## config.mk

```make
export PLATFORM = sky130hd
export DESIGN_NAME = pc_control
export DESIGN_NICKNAME = d
export VERILOG_FILES = /design/src/rtl/cpu_pkg.sv /design/src/rtl/cond_eval.sv /design/src/rtl/pc_control.sv
export SDC_FILE = /design/constraint.sdc
export NUM_CORES = 1
export LEC_CHECK = 0
export ABC_AREA = 1
export BUFFER_PORTS_ARGS = -buffer_cell sky130_fd_sc_hd__buf_2
export CORE_ASPECT_RATIO = 0.75
export CORE_MARGIN = 5
export CORE_UTILIZATION = 25
export DETAILED_ROUTE_END_ITERATION = 6
export MAX_ROUTING_LAYER = met4
export PLACE_DENSITY = 0.51
export SYNTH_ARGS = -nofsm -noshare
export SYNTH_HDL_FRONTEND = slang
export SYNTH_SLANG_ARGS = --single-unit
export TNS_END_PERCENT = 50
```

## constraint.sdc

```tcl
create_clock -name clk -period 2.35 [get_ports clk]
set_input_delay 0.1175 -clock clk [delete_from_list [all_inputs] [get_ports clk]]
set_output_delay 0.1175 -clock clk [all_outputs]
set_load 0.05 [all_outputs]
```

## src/rtl/cpu_pkg.sv

```systemverilog
// Shared definitions for the 16-bit single-cycle core: condition codes,
// flag bit positions, reset PC and the PC-stage state encoding.
package cpu_pkg;

    localparam logic [2:0] COND_NE  = 3'b000;
    localparam logic [2:0] COND_EQ  = 3'b001;
    localparam logic [2:0] COND_GT  = 3'b010;
    localparam logic [2:0] COND_LT  = 3'b011;
    localparam logic [2:0] COND_GE  = 3'b100;
    localparam logic [2:0] COND_LE  = 3'b101;
    localparam logic [2:0] COND_OV  = 3'b110;
    localparam logic [2:0] COND_UNC = 3'b111;

    localparam int FLAG_Z = 2;
    localparam int FLAG_V = 1;
    localparam int FLAG_N = 0;

    localparam logic [15:0] DEFAULT_RESET_PC = 16'h0000;

    typedef enum logic [0:0] {
        RUN    = 1'b0,
        HALTED = 1'b1
    } state_e;

endpackage

```

## src/rtl/cond_eval.sv

```systemverilog
// Combinational branch-condition evaluator: decides whether cond holds
// for a given {Z,V,N} flag vector.
module cond_eval
    import cpu_pkg::*;
(
    input  logic [2:0] cond,
    input  logic [2:0] flags,
    output logic       cond_true
);

    logic z;
    logic v;
    logic n;

    assign z = flags[FLAG_Z];
    assign v = flags[FLAG_V];
    assign n = flags[FLAG_N];

    // NOTE: a default assignment ahead of the case keeps every path driven,
    // so no latch is inferred for cond_true.
    always_comb begin
        cond_true = 1'b0;
        case (cond)
            COND_NE:  cond_true = !z;
            COND_EQ:  cond_true = z;
            COND_GT:  cond_true = !z && !n;
            COND_LT:  cond_true = n;
            COND_GE:  cond_true = z || (!z && !n);
            COND_LE:  cond_true = n || z;
            COND_OV:  cond_true = v;
            COND_UNC: cond_true = 1'b1;
            default:  cond_true = 1'b0;
        endcase
    end

endmodule

```

## src/rtl/pc_control.sv

```systemverilog
// PC and branch-resolution stage: holds PC and {Z,V,N}, resolves B/BR,
// sequences HLT and counts retired instructions.
module pc_control
    import cpu_pkg::*;
#(
    parameter logic [15:0] RESET_PC = DEFAULT_RESET_PC,
    parameter int          CNT_W    = 16
) (
    input  logic             clk,
    input  logic             rst_n,
    input  logic             stall,
    input  logic             branch,
    input  logic             branch_reg,
    input  logic             hlt,
    input  logic [2:0]       cond,
    input  logic [8:0]       br_offset,
    input  logic [15:0]      br_target,
    input  logic [2:0]       flag_en,
    input  logic [2:0]       flag_in,
    output logic [15:0]      pc,
    output logic [15:0]      pc_plus2,
    output logic [2:0]       flags,
    output logic             taken,
    output logic             halted,
    output logic [CNT_W-1:0] instr_count
);

    state_e           state_q, state_d;
    logic [15:0]      pc_q, pc_d;
    logic [2:0]       flags_q, flags_d;
    logic [CNT_W-1:0] cnt_q, cnt_d;

    logic        cond_true;
    logic [15:0] br_disp;
    logic [15:0] next_pc;

    cond_eval u_cond_eval (
        .cond      (cond),
        .flags     (flags_q),
        .cond_true (cond_true)
    );

    // The condition sees the registered flags, so a same-cycle flag write
    // cannot influence this cycle's branch.
    assign taken    = branch && cond_true && (state_q == RUN);
    assign pc_plus2 = pc_q + 16'd2;
    assign br_disp  = {{6{br_offset[8]}}, br_offset, 1'b0};

    always_comb begin
        next_pc = pc_plus2;
        if (taken) begin
            next_pc = branch_reg ? br_target : (pc_plus2 + br_disp);
        end
    end

    always_comb begin
        state_d = state_q;
        pc_d    = pc_q;
        flags_d = flags_q;
        cnt_d   = cnt_q;
        if (state_q == RUN && !stall) begin
            cnt_d = (cnt_q == {CNT_W{1'b1}}) ? cnt_q : cnt_q + CNT_W'(1);
            if (hlt) begin
                state_d = HALTED;
            end else begin
                pc_d = next_pc;
                for (int i = 0; i < 3; i++) begin
                    if (flag_en[i]) flags_d[i] = flag_in[i];
                end
            end
        end
    end

    // NOTE: state registers use non-blocking assignments so every flop
    // samples its pre-edge value regardless of statement order.
    always_ff @(posedge clk) begin
        if (!rst_n) begin
            state_q <= RUN;
            pc_q    <= RESET_PC;
            flags_q <= 3'b000;
            cnt_q   <= '0;
        end else begin
            state_q <= state_d;
            pc_q    <= pc_d;
            flags_q <= flags_d;
            cnt_q   <= cnt_d;
        end
    end

    assign pc          = pc_q;
    assign flags       = flags_q;
    assign halted      = (state_q == HALTED);
    assign instr_count = cnt_q;

endmodule
```

; Word-level counts from Yosys, hierarchy flattened
; Index checks and enable logic that the tools add are counted.
[totals]
elab_cells = 39
out_inout_bits = 53
ff_bits = 36
input_bits = 40
[op_classes]
muxes = 3
n_eq_ne = 8
addsub = 3
reduce_logical = 16
n_bitwise = 3
[op_table]
columns = cell, n
row1 = 16-bit two-way mux, 2
row2 = "16-bit by 1-bit adder with 16-bit output, second input constant", 1
row3 = 16-bit adder, 1
row4 = "16-bit by 2-bit adder with 16-bit output, second input constant", 1
row5 = "16-bit equality test, second input constant", 1
row6 = "3-bit equality test, second input constant", 4
row7 = 3-bit AND reduction, 3
row8 = 1-bit one-hot mux with 8 select lines, 1
row9 = "3-bit by 2-bit equality test with 1-bit output, second input constant", 2
row10 = 2-bit AND reduction, 3
row11 = 1-bit logical AND, 4
row12 = "3-bit by 1-bit equality test with 1-bit output, second input constant", 1
row13 = 1-bit zero test, 3
row14 = 3-bit zero test, 1
row15 = 1-bit NOT, 3
row16 = 1-bit logical OR, 2

; Depth between registers and ports, before layout
; Gate-level depths: netlist (run 1).
[depth]
depth_word = 7
mapped_depth = 19

; Modules after synthesis
; Synthesis (run 1) repeated with hierarchy kept, for this count alone.
[hier_totals]
hier_cells = 490
area_unflattened_um2 = 3094.2
[modules_own_cells]
columns = mod, cells_each, area_each_um2, instances
row1 = pc_control, 471, 3017.9, 1
row2 = cond_eval, 19, 76.3, 1

; Worst setup path before layout (run 1)
; OpenSTA, ideal clock, no wires.
[synth_timing]
path_kind = reg2reg
from = register pc_q[1], in the netlist pc[1]
to = register pc_q[14], in the netlist pc[14]
path_slack_ps = -1141
arrival_ps = 3424
n_path_buf = 0
period_less_slack_ps = 3491
setup_time_ps = 67
path_stages_with_launch = 18
path_cell_list = dfxtp_1 > ha_1 > nand3_2 > nor2_4 > nand2_1 > xnor2_1 > ha_1 > nand2_1 > nand2_1 > nand2_1 > nand2_1 > a21oi_1 > nand2_1 > nand2_1 > nand3_1 > nand2_1 > nand2_1 > a21oi_2
[synth_via]
elab_chain_len = 4
[synth_lines]
columns = item, line
row1 = "start, declared", pc_control.sv:29  ; logic [15:0] pc_q, pc_d;
row2 = "start signal, assigned", pc_control.sv:84  ; pc_q <= pc_d;
row3 = 16-bit by 2-bit adder with 16-bit output, pc_control.sv:46  ; assign pc_plus2 = pc_q + 16'd2;
row4 = via pc_plus2[11], pc_control.sv:21  ; output logic [15:0] pc_plus2,
row5 = 16-bit adder, pc_control.sv:52  ; next_pc = branch_reg ? br_target : (pc_plus2 + br_disp);
row6 = 16-bit two-way mux, pc_control.sv:52
row7 = 16-bit two-way mux, pc_control.sv:51  ; if (taken) begin
; The timed path passes the listed nets, and every way through them passes these cells.
; A chain may end at the register's enable or synchronous reset.

; Worst setup path after layout (run 1)
[layout_timing]
from = register pc_q[2], in the netlist pc[2]
to = register pc_q[14], in the netlist pc[14]
[layout_via]
elab_chain_len = 4
[layout_lines]
columns = item, line
row1 = 16-bit by 2-bit adder with 16-bit output *, pc_control.sv:46
row2 = 16-bit adder, pc_control.sv:52
row3 = 16-bit two-way mux, pc_control.sv:52
row4 = 16-bit two-way mux *, pc_control.sv:51
; Every way passes the cells marked *; elsewhere a longest branch is shown, timed or not.

==> impl_metrics.toml, run 1 <==
[status]
status = "complete, but fails checks"
violations = "negative setup slack"

[global_route]
grt_pass1_vias = 3560
grt_max_degree = 22
antenna_found_initial = 0
track_usage = 0.148
overflow = 0
grt_pass1_wl_mm = 17.8

[synthesis]
yosysTopAreaCellShare = 0.230
synth.net_count = 570
synth_most_common_cell = "nand2_1"
ys_seq_elements = 36
yosys.area.top_type = "dfxtp_1"
avgSynthCellArea_um2 = 6.13
synth_ff_type = "dfxtp_1"
synthCells = 510
ys_async_sr_fraction = 0
synth_area_um2 = 3130
ys_types = 37
synth_warnings = 0
yosysSeqAreaShare = 0.230
yosys-top-cells-area = "dfxtp_1 (23%), nand2_1 (18%), a21oi_1 (8.2%), ha_1 (7.6%), inv_1 (6.8%)"
yosys-top-cells-count = "nand2_1 (146), inv_1 (57), a21oi_1 (51)"
synth_edf_count = 0

[sta]
worstMarginPinSlew_ps = 592
slew_headroom = 0.605
setup_ws_ps = -52.7
hold_viol_final = 0
setup_viol = 2
slew_violations = 0
skew_ps = 5.66
rsz0062_at_grt = "true"
fmax_mhz = 416
tns_ps = -85.7
period_minus_slack_ps = 2400
fin_crit_sh = 1.02

[layout]
diodes = 0
seq_area_um2 = 742
nFillCells = 1345
layout.nets = 708
multi_input_area_um2 = 2380
area_delta_synth_final_pct = 46.6
drive_above_1_share = 0.357
final_area_um2 = 4580

[place]
place_area_um2 = 4230
hpwl_mm = 8.69
port_buffers = 92
gp_congestion = 0.831

[critical_path]
worstPathArrival_ps = 2620
crit_path_cell_trace = "ha_4 > nand3_4 > nor2_4 > nand3_4 > nor2_4 > xor2_4 > ha_4 > nand2_4 > inv_2 > nand2_1 > nand2_1 > a21oi_2 > nand2_1 > nand2_1 > nand3_1 > nand2_1 > nand2_1 > a21oi_2"
cp_max_fo = 4
path_class = "flip-flop to flip-flop"
cp_top_family = "simple AND/OR/NAND/NOR gates"
crit_top_cell = "nand2_1"
start_kind = "flip-flop"
cp.buffers_inverters = 1
required_ps = 2560
cp_slowest_cell = "dfxtp_4"
slowest_delay_ps = 360
cp-end-kind = "flip-flop"

[detailed_routing]
num_vias = 3695
first_pass_iters = 5
vias_per_cell = 4.53
wl_per_cell_um = 13.2
ant_nets = 0
wirelength_mm = 10.8
drc = 0
drtIter0Drc = 248

[run]
cap_viol_max_count = 0

[power]
p_leak_nw = 2.21
powerDensity_nw_per_um2 = 451
vdd_drop_max_mv = 0.275

[floorplan]
dieArea_um2 = 14900
start_util = 0.255
row_count = 35
die-width_um = 139
coreArea_um2 = 12300
fp.dieH_um = 107
num_io_pins = 93

[cts]
clk_path_buf_depth = 2
worstSkewPairLatency_ps = 280
cts_root_buffer = "clkbuf_16"
cts.reportedPaths.clkPinSlew_ps = 60
clkSinkCount = 36
numCtsBuffers = 5
cts_tree = "built"
htreeDepth = 2

[min_path]
hp-class = "input pin to flip-flop"
-- area by class of cell --
type	count	area share
Clock buffer	8	0.0341
Inverter	62	0.0508
Multi-Input combinational cell	398	0.520
Sequential cell	36	0.162
Tap cell	166	0.0453
Timing Repair Buffer	145	0.188
-- flip-flops by register name, summed over array words and instances, names as in the netlist --
| signal | cells |
|---|---|
| instr_count | 16 |
| pc | 16 |
| halted | 1 |
| flags | 3 |
-- per-stage QoR --
stage / hold slack (ps) / cells / total power, mW / setup slack, ps / utilization
2_1_floorplan: 262 / 510 / 1.11 / -356 / -
6_report: 99.3 / 815 / 2.06 / -52.7 / 0.374
4_1_cts: 102 / 813 / 2.07 / -42.8 / 0.363
3_3_place_gp: 384 / 804 / 1.33 / -37.0 / 0.345
5_1_grt: 101 / 815 / 2.21 / -236 / 0.374
3_5_place_dp: 391 / 804 / 1.33 / -84.4 / 0.345
-- power breakdown --
group          total, mW  leakage, nW  internal [mW]  switching, mW
clock              0.701       0.0772          0.452          0.250
combinational      0.703         1.83          0.248          0.455
sequential         0.660        0.298          0.634         0.0266
-- metal layers --
layer,up-vias,routed length (µm),GRT usage
met2,97,4540,0.220
met4,0,82,0.0209
met1,1653,5630,0.219
met3,7,506,0.0210
met5,-,0,-
li1,1938,-,-
-- tightest hold or removal path: cells and delay by family --
family | cells | cell delay [ps]
AND/OR/NAND/NOR | 1 | 80
AO/OA/AOI/OAI | 1 | 60
buffers and inverters | 1 | 90
-- kinds of logic after synthesis --
kind of cell | Yosys count | share of synthesized area
and+or+nand+nor | 271 | 0.386
AOI/OAI and AO/OA | 90 | 0.156
buffers and inverters | 76 | 0.0956
DFF | 36 | 0.230
adders and majority gates | 20 | 0.0824
xor gates and xnor gates | 17 | 0.0500
-- what timing repair did --
item / in CTS / in global routing
pin swaps: 11 / 14
cloned: 0 / 0
hold buffers: 0 / 0
resized for setup: 11 / 24
setup buffers: 1 / 2
endpoints found under the setup margin: 7 / 11
-- placed cells by master (no fill, tap or decap), drive strengths merged --
cell type / instances
or2: 2
nor2: 53
dfxtp: 36
a31oi: 1
nand3: 40
clkinv: 1
nor3: 6
and2: 1
nand3b: 3
nor4: 2
ha: 19
nor3b: 1
nand2: 147
o211ai: 1
xor2: 10
a21oi: 57
a21o: 1
o21ai: 27
o21bai: 3
buf: 145
fa: 1
xnor2: 7
inv: 61
clkbuf: 8
nand4: 16
-- worst paths after layout --
kind / from / to / slack [ps] / cells past startpoint
worst max-delay path: pc[2]$_SDFFE_PN0P_ / pc[14]$_SDFFE_PN0P_ / -50 / 18
worst min register to register: pc[0]$_SDFFE_PN0P_ / pc[0]$_SDFFE_PN0P_ / 470 / 2
worst min-delay path: hlt / halted$_SDFFE_PN0P_ / 100 / 3
worst max register to register: pc[2]$_SDFFE_PN0P_ / pc[14]$_SDFFE_PN0P_ / -50 / 18
(Power assumes the default switching activity.)
==> run 2: changes to the inputs <==
--- a/config.mk
+++ b/config.mk
@@ -15,2 +15,3 @@
 export PLACE_DENSITY = 0.51
+export SKIP_CTS_REPAIR_TIMING = 1
 export SYNTH_ARGS = -nofsm -noshare
==> constraint.sdc (replaced) <==
create_clock -name clk -period 2.35 [get_ports clk]
set_input_delay 0.5875 -clock clk [delete_from_list [all_inputs] [get_ports clk]]
set_output_delay 0.5875 -clock clk [all_outputs]
set_load 0.05 [all_outputs]
==> run 2 against run 1 <==
Net effect: the run still ends with negative setup slack left; total power rose by 1.3%; maximum frequency fell by 2.9%; sequential power barely moved; clock skew rose by 4.5 ps; largest power group unchanged; wire length rose by 8.1%; combinational power rose by 10%; global-route usage rose by 0.22 points.
==> impl_metrics.toml, run 2 (same netlist as run 1, synthesis figures left out) <==
[sta]
skew_ps = 10.2
fmax_mhz = 404
rsz0062_at_grt = "true"
worstMarginPinSlew_ps = 645
setup_viol = 6
slew_violations = 0
hold_viol_final = 0
slew_headroom = 0.569
fin_crit_sh = 1.05
period_minus_slack_ps = 2470
setup_ws_ps = -123

[layout]
nFillCells = 1336
drive_above_1_share = 0.407
final_common_cell = "nand2_1"
diodes = 0
final_core_utilization = 0.394
layout.nets = 717
layout.cells.non_filler = 824
area_delta_synth_final_pct = 54.7
layout_common_cells = "nand2_1 (127), buf_2 (83), buf_4 (61), nor2_1 (45)"
final_area_um2 = 4840

[floorplan]
start_util = 0.255
coreArea_um2 = 12300
dieArea_um2 = 14900
num_io_pins = 93
fp.dieH_um = 107
row_count = 35
die-width_um = 139

[place]
post-place-ws_ps = -171
port_buffers = 92
hpwl_mm = 8.93
gp_congestion = 0.822
place_area_um2 = 4250
place_inst = 807

[global_route]
grt_pass1_vias = 3582
antenna_found_initial = 0
grt_pass1_wl_mm = 18.0
overflow = 0
grt_max_degree = 22
track_usage = 0.151

[critical_path]
cp-end-kind = "output pin"
cp_max_fo = 3
crit_path_cell_trace = "ha_4 > nand3_4 > nor2_4 > nand3_4 > nor2_4 > xor2_4 > buf_4 > buf_6"
required_ps = 1760
slowest_delay_ps = 370
start_kind = "flip-flop"
worstPathArrival_ps = 1890
path_class = "flip-flop to output pin"
cp_slowest_cell = "dfxtp_4"

[detailed_routing]
drc = 0
drtIter0Drc = 200
first_pass_iters = 5
ant_nets = 0
wirelength_mm = 11.6
wl_per_cell_um = 14.1
vias_per_cell = 4.64
num_vias = 3822

[power]
clkPwrFrac = 0.315
powerDensity_nw_per_um2 = 432
p_leak_nw = 2.29
swShare = 0.373
vdd_drop_max_mv = 0.239
net-switching-power_mw = 0.781
seq_power_share = 0.316
power.internal_mw = 1.31
combPwrFrac = 0.369

[cts]
clkSinkCount = 36
cts_tree = "built"
htreeDepth = 2
numCtsBuffers = 5
cts_root_buffer = "clkbuf_16"
cts.reportedPaths.clkPinSlew_ps = 60
clk_path_buf_depth = 2
worstSkewPairLatency_ps = 280

[status]
status = "complete, but fails checks"
violations = "negative setup slack"

[run]
cap_viol_max_count = 0

[min_path]
hp-class = "flip-flop to flip-flop"
## run 2: power by group through the flow
stage          clock (mW)  sequential, mW  combinational, mW
2_1_floorplan           0           0.754              0.358
3_3_place_gp            0           0.672              0.669
3_5_place_dp            0           0.674              0.675
4_1_cts             0.692           0.660              0.679
5_1_grt             0.725           0.664              0.837
6_report            0.659           0.660              0.773
## run 2: worst max-delay path: cells and delay by family, from the launching register on
kind / cells / cell delay (ps)
flops: 1 / 370
fa+ha+maj: 1 / 150
buf+inv: 2 / 320
simple gates: 4 / 530
xor+xnor: 1 / 230
## run 2: area by class of cell
class	count	area, µm²	area share
Timing Repair Buffer	154	990	0.205
Multi-Input combinational cell	398	2510	0.519
Clock buffer	6	129	0.0266
Tap cell	166	208	0.0429
Sequential cell	36	751	0.155
Clock inverter	2	12.5	0.00259
Inverter	62	235	0.0486
## run 2: through the flow
step / hold slack, ps / total power [mW] / setup TNS [ps]
after detailed placement: 457 / 1.35 / -542
final: 469 / 2.09 / -322
after global placement: 445 / 1.34 / -172
after CTS: 469 / 2.03 / -1340
after global routing: 513 / 2.23 / -1930
after floorplan: 603 / 1.11 / -2430
## run 2: worst paths after layout
kind | slack, ps | to | startpoint | cells past startpoint
max | -120 | pc_plus2[13] | pc[2]$_SDFFE_PN0P_ | 8
min | 470 | pc[0]$_SDFFE_PN0P_ | pc[0]$_SDFFE_PN0P_ | 2
max reg2reg | -70 | pc[15]$_SDFFE_PN0P_ | pc[2]$_SDFFE_PN0P_ | 19
min reg2reg | 470 | pc[0]$_SDFFE_PN0P_ | pc[0]$_SDFFE_PN0P_ | 2
## run 2: per-layer routing
metal / GRT usage / share of wire / vias up
met1: 0.215 / 0.48 / 1754
met2: 0.233 / 0.46 / 109
met4: 0.0209 / 0.0047 / 0
met5: - / 0 / -
li1: - / - / 1955
met3: 0.0210 / 0.052 / 4
==> run 3: changes to the inputs <==
ABC_CLOCK_PERIOD_IN_PS = 2350   (was unset)
SYNTH_HIERARCHICAL = 1   (was unset)
==> run 3 against run 2 <==
Net effect: the run still ends with negative setup slack left; sequential share of layout area increased by 0.17 points; die area decreased by 0.96%; register-to-register slack about the same; core utilization decreased by 0.42 points; total power decreased by 0.16%; via count decreased by 6.7%; count of clock-buffer cells in the layout increased by 1; clock skew decreased by 4.5 ps; critical path type unchanged; largest cell class unchanged; largest power group unchanged.
==> impl_metrics.toml, run 3 <==
[synthesis]
synth_edf_count = 0
synth-xor-area-share = 0.0510
synth_warnings = 6
synth_area_um2 = 3090
yosysTopAreaCellShare = 0.233
yosys-top-cells-count = "nand2_1 (132), inv_1 (53), nor2_1 (44)"
synthCells = 490
synth.net_count = 550
ys_types = 41
synth_compound_area_frac = 0.159
ys_async_sr_fraction = 0
avgSynthCellArea_um2 = 6.31
yosysSeqAreaShare = 0.233
ys_seq_elements = 36
yosys.area.top_type = "dfxtp_1"
synth_fa_ha_area_frac = 0.0833
synthSimpleGateAreaFrac = 0.381
yosys-top-cells-area = "dfxtp_1 (23%), nand2_1 (16%), ha_1 (7.7%), a21oi_1 (7.0%), inv_1 (6.4%)"
synth_ff_type = "dfxtp_1"
synth_top_family_by_area = "simple AND/OR/NAND/NOR gates"
synth_most_common_cell = "nand2_1"
synth_mux_area_frac = 0

[critical_path]
cp_max_fo = 4
r2r-start = "pc[1]$_SDFFE_PN0P_"
cp_top_family = "simple AND/OR/NAND/NOR gates"
ff2ff_setup_slack_ps = -60
cp-end-kind = "output pin"
r2r-end = "pc[12]$_SDFFE_PN0P_"
start_kind = "flip-flop"
cp.buffers_inverters = 3
path_class = "flip-flop to output pin"
cp_slowest_cell = "dfxtp_4"
required_ps = 1760
crit_path_cell_trace = "ha_4 > nand3_4 > inv_2 > nand2_4 > nor3_4 > xor2_4 > buf_6 > buf_8"
worstPathArrival_ps = 1860
worstRegToRegCells = 16
slowest_delay_ps = 360
startpoint = "pc[1]$_SDFFE_PN0P_"

[cts]
clk_path_buf_depth = 2
cts_root_buffer = "clkbuf_16"
numCtsBuffers = 5
htreeDepth = 2
cts_tree = "built"
clkSinkCount = 36
worstSkewPairLatency_ps = 280
cts.reportedPaths.clkPinSlew_ps = 60

[sta]
slew_headroom = 0.684
hold_viol_final = 0
slew_violations = 0
rsz0062_at_grt = "true"
period_minus_slack_ps = 2450
worstMarginPinSlew_ps = 474
fmax_mhz = 409
setup_viol = 5
setup_ws_ps = -95.6
fin_crit_sh = 1.04
fin_hold_ws_ps = 489
skew_ps = 5.70

[min_path]
hp-class = "flip-flop to flip-flop"
holdPathStages = 2
min_from = "flags[0]$_SDFFE_PN0P_"
min_to = "flags[0]$_SDFFE_PN0P_"

[layout]
drive_above_1_share = 0.409
layout.nets = 695
final_core_utilization = 0.390
layout.cells.non_filler = 802
seq_area_um2 = 748
layout_common_cells = "nand2_1 (118), buf_2 (84), buf_4 (57), inv_1 (49), nor2_1 (41)"
nFillCells = 1300
final_common_cell = "nand2_1"
multi_input_area_um2 = 2490
diodes = 0
area_delta_synth_final_pct = 54.1

[run]
cap_viol_max_count = 0

[floorplan]
row_count = 35
fp.dieH_um = 106
dieArea_um2 = 14700
start_util = 0.253
die-width_um = 138
coreArea_um2 = 12200
num_io_pins = 93

[global_route]
overflow = 0
grt_max_degree = 22
track_usage = 0.149
antenna_found_initial = 0
grt_pass1_wl_mm = 17.5
grt_pass1_vias = 3499

[power]
p_leak_nw = 2.30
power_mw = 2.09
vdd_drop_max_mv = 0.248
powerDensity_nw_per_um2 = 438

[detailed_routing]
drc = 0
first_pass_iters = 4
num_vias = 3567
ant_nets = 0
drtIter0Drc = 127
wirelength_mm = 10.8
wl_per_cell_um = 13.5
vias_per_cell = 4.45

[status]
violations = "negative setup slack"
status = "complete, but fails checks"

[place]
port_buffers = 92
place_inst = 790
hpwl_mm = 8.71
gp_congestion = 0.850
post-place-ws_ps = -122
==> run 3: worst reg2reg max path: cells and delay by family (launching register included) <==
kind	cells	cell delay, ps
and+or+nand+nor	9	780
adders and majority gates	2	470
AOI/OAI and AO/OA	3	430
DFF	1	360
xor gates and xnor gates	1	170
buffers and inverters	1	60
==> run 3: area by class of cell <==
| type | instances | area share |
|---|---|---|
| clock buffers | 7 | 0.0278 |
| clock inverters | 1 | 0.00105 |
| inverters | 61 | 0.0491 |
| multi-input cells | 381 | 0.521 |
| flip-flops and latches | 36 | 0.157 |
| well taps | 166 | 0.0436 |
| repair buffers | 150 | 0.200 |
==> run 3: power breakdown <==
part / total [mW] / internal (mW) / switching (mW)
Clock: 0.646 / 0.392 / 0.254
Combinational: 0.784 / 0.302 / 0.483
Sequential: 0.658 / 0.633 / 0.0250
==> run 3: cell families (layout without fill, tap and decap cells) <==
family                   after synthesis  in the layout
adder cells (fa/ha/maj)               20             20
buffers and inverters                 73            219
XOR/XNOR                              18             18
AO/OA/AOI/OAI                         90             90
AND/OR/NAND/NOR                      253            253
flip-flops                            36             36
==> run 3: through the flow <==
stage,TNS [ps],area [µm²]
after floorplan,-2170,3330
after global placement,-378,4360
after detailed placement,-463,4360
after CTS,-921,4500
after global routing,-1260,4770
final,-224,4770
==> run 3: how the worst max path moves through the flow <==
stage	to	depth (start not counted)
after floorplan	pc[15]$_SDFFE_PN0P_	19
after global placement	pc[11]$_SDFFE_PN0P_	16
after detailed placement	pc[11]$_SDFFE_PN0P_	16
after CTS	pc_plus2[13]	8
after global routing	pc[12]$_SDFFE_PN0P_	16
final	pc_plus2[13]	8
==> run 3: per-layer routing <==
metal  wire [µm]  track usage  vias to the layer above
li1            -            -                     1885
met1        5650        0.210                     1602
met2        4720        0.231                       78
met3         437       0.0274                        2
met4          33       0.0169                        0
met5           0            -                        -
